**src/rtl/mux_pkg.sv**
```systemverilog
// Shared constants for the datapath word multiplexers.
// Select encoding plus default width and reset value.
// No logic; imported by the mux core and the registered top.
package mux_pkg;

   localparam int              MUX_WIDTH     = 16;
   localparam logic [15:0]     MUX_RESET_VAL = 16'h0000;
   localparam logic            SEL_I0        = 1'b0;
   localparam logic            SEL_I1        = 1'b1;

endpackage

```
**src/rtl/mux2to1_core.sv**
```systemverilog
// Combinational WIDTH-bit two-input word selector.
// Latency: zero; output follows I0/I1/S in the same delta.
// Backpressure: none, pure combinational path.
module mux2to1_core
   import mux_pkg::*;
#(
   parameter int WIDTH = MUX_WIDTH
) (
   input  logic [WIDTH-1:0] I0,
   input  logic [WIDTH-1:0] I1,
   input  logic             S,
   output logic [WIDTH-1:0] Y
);

   // An unknown select yields all-X rather than quietly favouring one input.
   always_comb begin
      Y = '0;
      case (S)
         SEL_I0:  Y = I0;
         SEL_I1:  Y = I1;
         default: Y = 'x;
      endcase
   end

endmodule

```
**src/rtl/mux2to1_16bit.sv**
```systemverilog
// 2:1 word mux with combinational and registered outputs; MUX2TO1_PARITY_EN adds Parity_q.
// Latency: Output zero cycles, Output_q/Sel_q one cycle when En=1.
// Backpressure: none; En=0 holds the registered copy.
module mux2to1_16bit
   import mux_pkg::*;
#(
   parameter int               WIDTH     = MUX_WIDTH,
   parameter logic [WIDTH-1:0] RESET_VAL = MUX_RESET_VAL
) (
   input  logic             clk,
   input  logic             rst_n,
   input  logic [WIDTH-1:0] I0,
   input  logic [WIDTH-1:0] I1,
   input  logic             S,
   input  logic             En,
   output logic [WIDTH-1:0] Output,
   output logic [WIDTH-1:0] Output_q,
   output logic             Sel_q
`ifdef MUX2TO1_PARITY_EN
   ,output logic            Parity_q
`endif
);

   mux2to1_core #(
      .WIDTH (WIDTH)
   ) u_core (
      .I0 (I0),
      .I1 (I1),
      .S  (S),
      .Y  (Output)
   );

   always_ff @(posedge clk or negedge rst_n) begin
      if (!rst_n) begin
         Output_q <= RESET_VAL;
         Sel_q    <= SEL_I0;
      end else if (En) begin
         Output_q <= Output;
         Sel_q    <= S;
      end
   end

`ifdef MUX2TO1_PARITY_EN
   // Parity of the word actually loaded, so it always matches Output_q.
   always_ff @(posedge clk or negedge rst_n) begin
      if (!rst_n) begin
         Parity_q <= ^RESET_VAL;
      end else if (En) begin
         Parity_q <= ^Output;
      end
   end
`endif

endmodule

```
**config.mk**
```make
export PLATFORM = sky130hd
export DESIGN_NAME = mux2to1_16bit
export DESIGN_NICKNAME = d
export VERILOG_FILES = /design/src/rtl/mux_pkg.sv /design/src/rtl/mux2to1_core.sv /design/src/rtl/mux2to1_16bit.sv
export SDC_FILE = /design/constraint.sdc
export NUM_CORES = 1
export LEC_CHECK = 0
export ABC_AREA = 1
export CORE_UTILIZATION = 35
export DETAILED_ROUTE_END_ITERATION = 7
export GPL_TIMING_DRIVEN = 0
export PLACE_DENSITY = 0.85
export SLEW_MARGIN = 20
export SYNTH_ARGS = -nofsm -noshare
export SYNTH_HDL_FRONTEND = slang
export SYNTH_SLANG_ARGS = --single-unit
```
**constraint.sdc**
```tcl
create_clock -name clk -period 1.7 [get_ports clk]
set_clock_uncertainty 0.2 [all_clocks]
set_input_delay 0.51 -clock clk [delete_from_list [all_inputs] [get_ports clk]]
set_output_delay 0.51 -clock clk [all_outputs]
set_load 0.1 [all_outputs]
```
==> key figures, run 1 <==
Clocking
  • Cts-stage hold buffer count: 0
  • Total CTS buffers: 3
  • Clock root cell: clkbuf_4
  • Post-CTS Setup Repair Bufs: 102
  • H-tree depth: 1
  • Sink Count: 17
  • Post-cts sizing count: 318
  • CTS Buffer Depth: 2

Status
  • Fail Step: clock tree synthesis (4_1_cts)
  • First Err: [ERROR DPL-0038] Utilization greater than 100%, impossible to legalize
  • Status: stopped before the end

Logic synthesis
  • Synth unique cells: 11
  • Post-synthesis compound-gate area fraction: 0.4796%
  • Mapped Nets: 191
  • Post-synthesis adder-cell area fraction: 0%
  • Synth Cell Area: 1044 sq um
  • Sequential share of the synthesized area: 40.77%
  • Post-Synthesis Cells: 155
  • Post-Synth XOR/XNOR Area: 0%
  • Yosys Warn Count: 0
  • Number of synthesized register bits: 17
  • Post-synthesis mux area share: 0%
  • Largest family of logic cells by synthesized area: simple AND/OR/NAND/NOR gates
  • Synth Area in Simple Gates: 40.65%
  • Syn Area/Cell: 6.732 sq um

Place
  • PortBufs: 66
  • Final Wtd Congestion: 0.7007
  • Final HPWL DP: 2107 um

Die
  • Rows: 19
  • Ports: 69
  • Initial Utilization: 37.52%
  • Die Y: 56.60 um
  • Die width: 56.60 um
-- per-stage QoR --
stage | setup slack, ps | instances | util (%) | TNS (ps) | cell area, sq um
global placement | -1335 | 252 | 65.45 | -29180 | 1821
detailed placement | -1360 | 252 | 65.45 | -29370 | 1821
floorplan | -160.0 | 155 | - | -1809 | 1121
-- cell families after synthesis --
| family | Yosys count |
|---|---|
| and+or+nand+nor | 97 |
| buffers and inverters | 40 |
| DFF | 17 |
| AOI/OAI and AO/OA | 1 |
-- cell usage after synthesis (all sizes together) --
master	instances	area share, %
inv	34	13
nand2	65	23
and2	16	9.6
buf	6	5.2
nand3	16	7.7
dfrtp	17	41
o21ai	1	0.48
==> run 2: changes to the inputs <==
- CORE_AREA: not set -> 2 2 63 65
- CORE_UTILIZATION: 35 -> not set
- DIE_AREA: not set -> 0 0 65 67
- PLACE_DENSITY: 0.85 -> not set
- PLACE_DENSITY_LB_ADDON: not set -> 0.15
==> run 2 against run 1 <==
Compared with the run above: the flow now finishes, with violations (negative setup slack); synthesized area unchanged; synthesized cell count did not move.
==> key figures, run 2 <==
Run
  • Max-cap violations: 0

Route
  • Drt total wl: 5435 um
  • WL/cell: 14.65 um
  • Drt via density: 4.385
  • Initial drt markers: 43
  • Remaining antenna violation count: 0
  • Drt pass-1 iters: 4
  • Vias: 1,627
  • DRC Markers: 0

Timing
  • Slack of the critical path: -216.1 ps
  • Tmin final: 1916 ps
  • RSZ-0062 raised after global routing: yes
  • Max Freq: 521.9 MHz
  • Crit share post-route: 112.7%
  • Slew at the pin closest to its max-slew limit: 857.5 ps
  • Rel. slew slack: 42.66%
  • Slew Limit Fails: 0
  • Setup Viol. Count Final: 23
  • Final Hold Fails: 0

Logic synthesis
  • Post-Synthesis Cells: 155 (unchanged)
  • Sequential share of the synthesized area: 40.77% (unchanged)
  • Post-synth top area share: 40.77% (unchanged)
  • Top cells by area, synth: dfrtp_1 (41%), nand2_1 (23%), inv_1 (12%), and2_1 (9.6%), nand3_1 (7.7%)
  • Most common library cells after synthesis: nand2_1 (65), inv_1 (32), dfrtp_1 (17)
  • Post-synth EDFFs: 0 (unchanged)
  • Number of synthesized register bits: 17 (unchanged)
  • Mapped Nets: 191 (unchanged)
  • Synth unique cells: 11 (unchanged)
  • Async SR Flop Fraction: 100.0% (unchanged)
  • Top_reg_cell synth: dfrtp_1
  • Largest area contributor in the netlist: dfrtp_1
  • Yosys Warn Count: 0 (unchanged)
  • Most frequent cell after synthesis: nand2_1
  • Synth Cell Area: 1044 sq um (unchanged)
  • Syn Area/Cell: 6.732 sq um (unchanged)

GRT
  • Total global-route track usage: 24.78%
  • Gr ovfl total: 0
  • Vias in the first global route: 1,741
  • Antenna violations before repair: 0
  • Global-route wire length before repair: 8010 um
  • Largest net degree at the start of global routing: 18

Worst setup path
  • Worst Setup EP: Output[4]
  • Startpoint types: primary input
  • WP data required: 990 ps
  • Reg-to-reg setup timing slack: 850 ps
  • Worst flop-to-flop path endpoint: Output_q[15]
  • RR Startpoint: Output_q[15]
  • Worst-case reg-to-reg path depth: 2
  • Crit path launch: S
  • Critical path class: primary input to primary output
  • Critical path peak fanout: 5
  • Crit. End Element: primary output
  • Worst Path Arrival: 1210 ps

Die
  • Die ar.: 4355 sq um
  • Die width: 65 um (+15%)
  • Initial Utilization: 28.94% (-8.6 points)
  • Ports: 69 (unchanged)
  • Die Y: 67 um (+18%)
  • CORE AREA: 3606 sq um
  • Rows: 22 (+3)

Pwr
  • Total power: 2.038 mW
  • Sequential power share: 23.2%
  • Pwr Density: 705.7 nW/um^2
  • Sw Ratio: 47.16%
  • Clock power share: 15.2%
  • Lkg Pwr: 1.655 nW
  • Comb power frac: 61.6%
  • Maximum VDD drop: 0.0004506 V
  • Pint: 1.077 mW
  • Switching Power: 0.9611 mW

Finish
  • Commonest non-fill, non-tap cell in the layout: buf_4
  • Area added between synthesis and finish: 176.7%
  • Proportion of layout cells with a drive suffix above 1: 63.47%
  • Largest register by flop count: Output_q
  • Diode count: 0
  • Finished Cell Area: 2888 sq um
  • Top Registers: Output_q x16, Sel_q x1
  • Most used cells in the layout excluding fill and tap cells: buf_4 (106), nand2_1 (41), inv_1 (23)
  • Max reg flops: 16
  • Fin nets: 360

Clocking
  • H-tree depth: 1 (unchanged)
  • Clk Latency, worst-skew pair: 250 ps
  • CTS Buffer Depth: 2 (unchanged)
  • Cts-stage hold buffer count: 0 (unchanged)
  • CTS tree: yes
  • Register clock-pin slew on the reported worst setup and hold paths: 70 ps
  • Sink Count: 17 (unchanged)
  • Total CTS buffers: 3 (unchanged)
  • Clock root cell: clkbuf_8

Min path
  • Hold Path Class: register to register

Place
  • Final Wtd Congestion: 0.7178 (+2.4%)
  • Final HPWL DP: 2152 um (+2.1%)
  • PortBufs: 66 (unchanged)
  • DP Area: 1842 sq um (+1.2%)

Status
  • Violated checks: negative setup slack
  • Status: finished with violations
## run 2: cell counts after synthesis
Identical to the previous run, type by type.
## run 2: per-layer routing
| metal | share of wire [%] | GRT usage (%) | vias up |
|---|---|---|---|
| met5 | 0 | 0 | - |
| met4 | 2.5 | 13.03 | 0 |
| met3 | 6.3 | 5.068 | 14 |
| met2 | 56 | 48.84 | 61 |
| met1 | 35 | 23.96 | 765 |
| li1 | - | - | 787 |
## run 2: how the worst min path moves through the flow
| stage | slack, ps | startpoint | to | depth (start not counted) |
|---|---|---|---|---|
| after global placement | 260 | Output_q[4] | Output_q[4] | 2 |
| after CTS | 290 | Output_q[0] | Output_q[0] | 2 |
| after floorplan | 10 | rst_n | Output_q[0] | 0 |
| after global routing | 310 | Output_q[7] | Output_q[7] | 2 |
| after detailed placement | 270 | Output_q[5] | Output_q[5] | 2 |
| final | 290 | Output_q[9] | Output_q[9] | 2 |
## run 2: critical path, cell delays in order
cell and delay [ps]:
buf_16 130, clkbuf_16 160, nand2_2 80, and2_4 150, buf_12 160
## run 2: cell families after synthesis
group | Yosys count | synth area share (%)
AOI/OAI and AO/OA | 1 | 0.4792
buffers and inverters | 40 | 18.11
and+or+nand+nor | 97 | 40.65
DFF | 17 | 40.77
## run 2: metrics by stage
step	util [%]	std cells	hold WS (ps)	setup TNS, ps	setup slack [ps]
final	80.08	371	287.4	-4095	-216.1
after global placement	51.08	269	261.0	-29990	-1346
after detailed placement	51.08	269	268.7	-30540	-1356
after global routing	80.08	371	308.2	-4762	-235.4
after CTS	76.20	374	290.3	-3968	-205.8
after floorplan	-	155	14.41	-1809	-160.0
## run 2: power by group through the flow
stage	clock network, mW	registers [mW]	logic, mW
global route	0.331	0.475	1.30
global placement	0	0.475	0.955
finish	0.310	0.472	1.26
detailed placement	0	0.477	0.955
floorplan	0	0.790	0.386
CTS	0.315	0.470	1.18
## run 2: cell type report
class / instances / area (sq um)
Buffer: 6 / 87.58
Clock buffer: 3 / 41.29
Clock inverter: 1 / 5.005
Fill cell: 237 / 718.2
Inverter: 34 / 142.6
Multi-Input combinational cell: 98 / 594.3
Sequential cell: 17 / 425.4
Tap cell: 48 / 60.06
Timing Repair Buffer: 163 / 1523
Timing Repair inverter: 1 / 8.758
## run 2: timing repair
item / 4_1_cts / 5_1_grt
pin swaps: 20 / 21
buffers inserted: 99 / 2
gates cloned: 2 / 2
gates resized for setup: 301 / 52
setup endpoints to repair: 33 / 26
(Power assumes the default switching activity.)
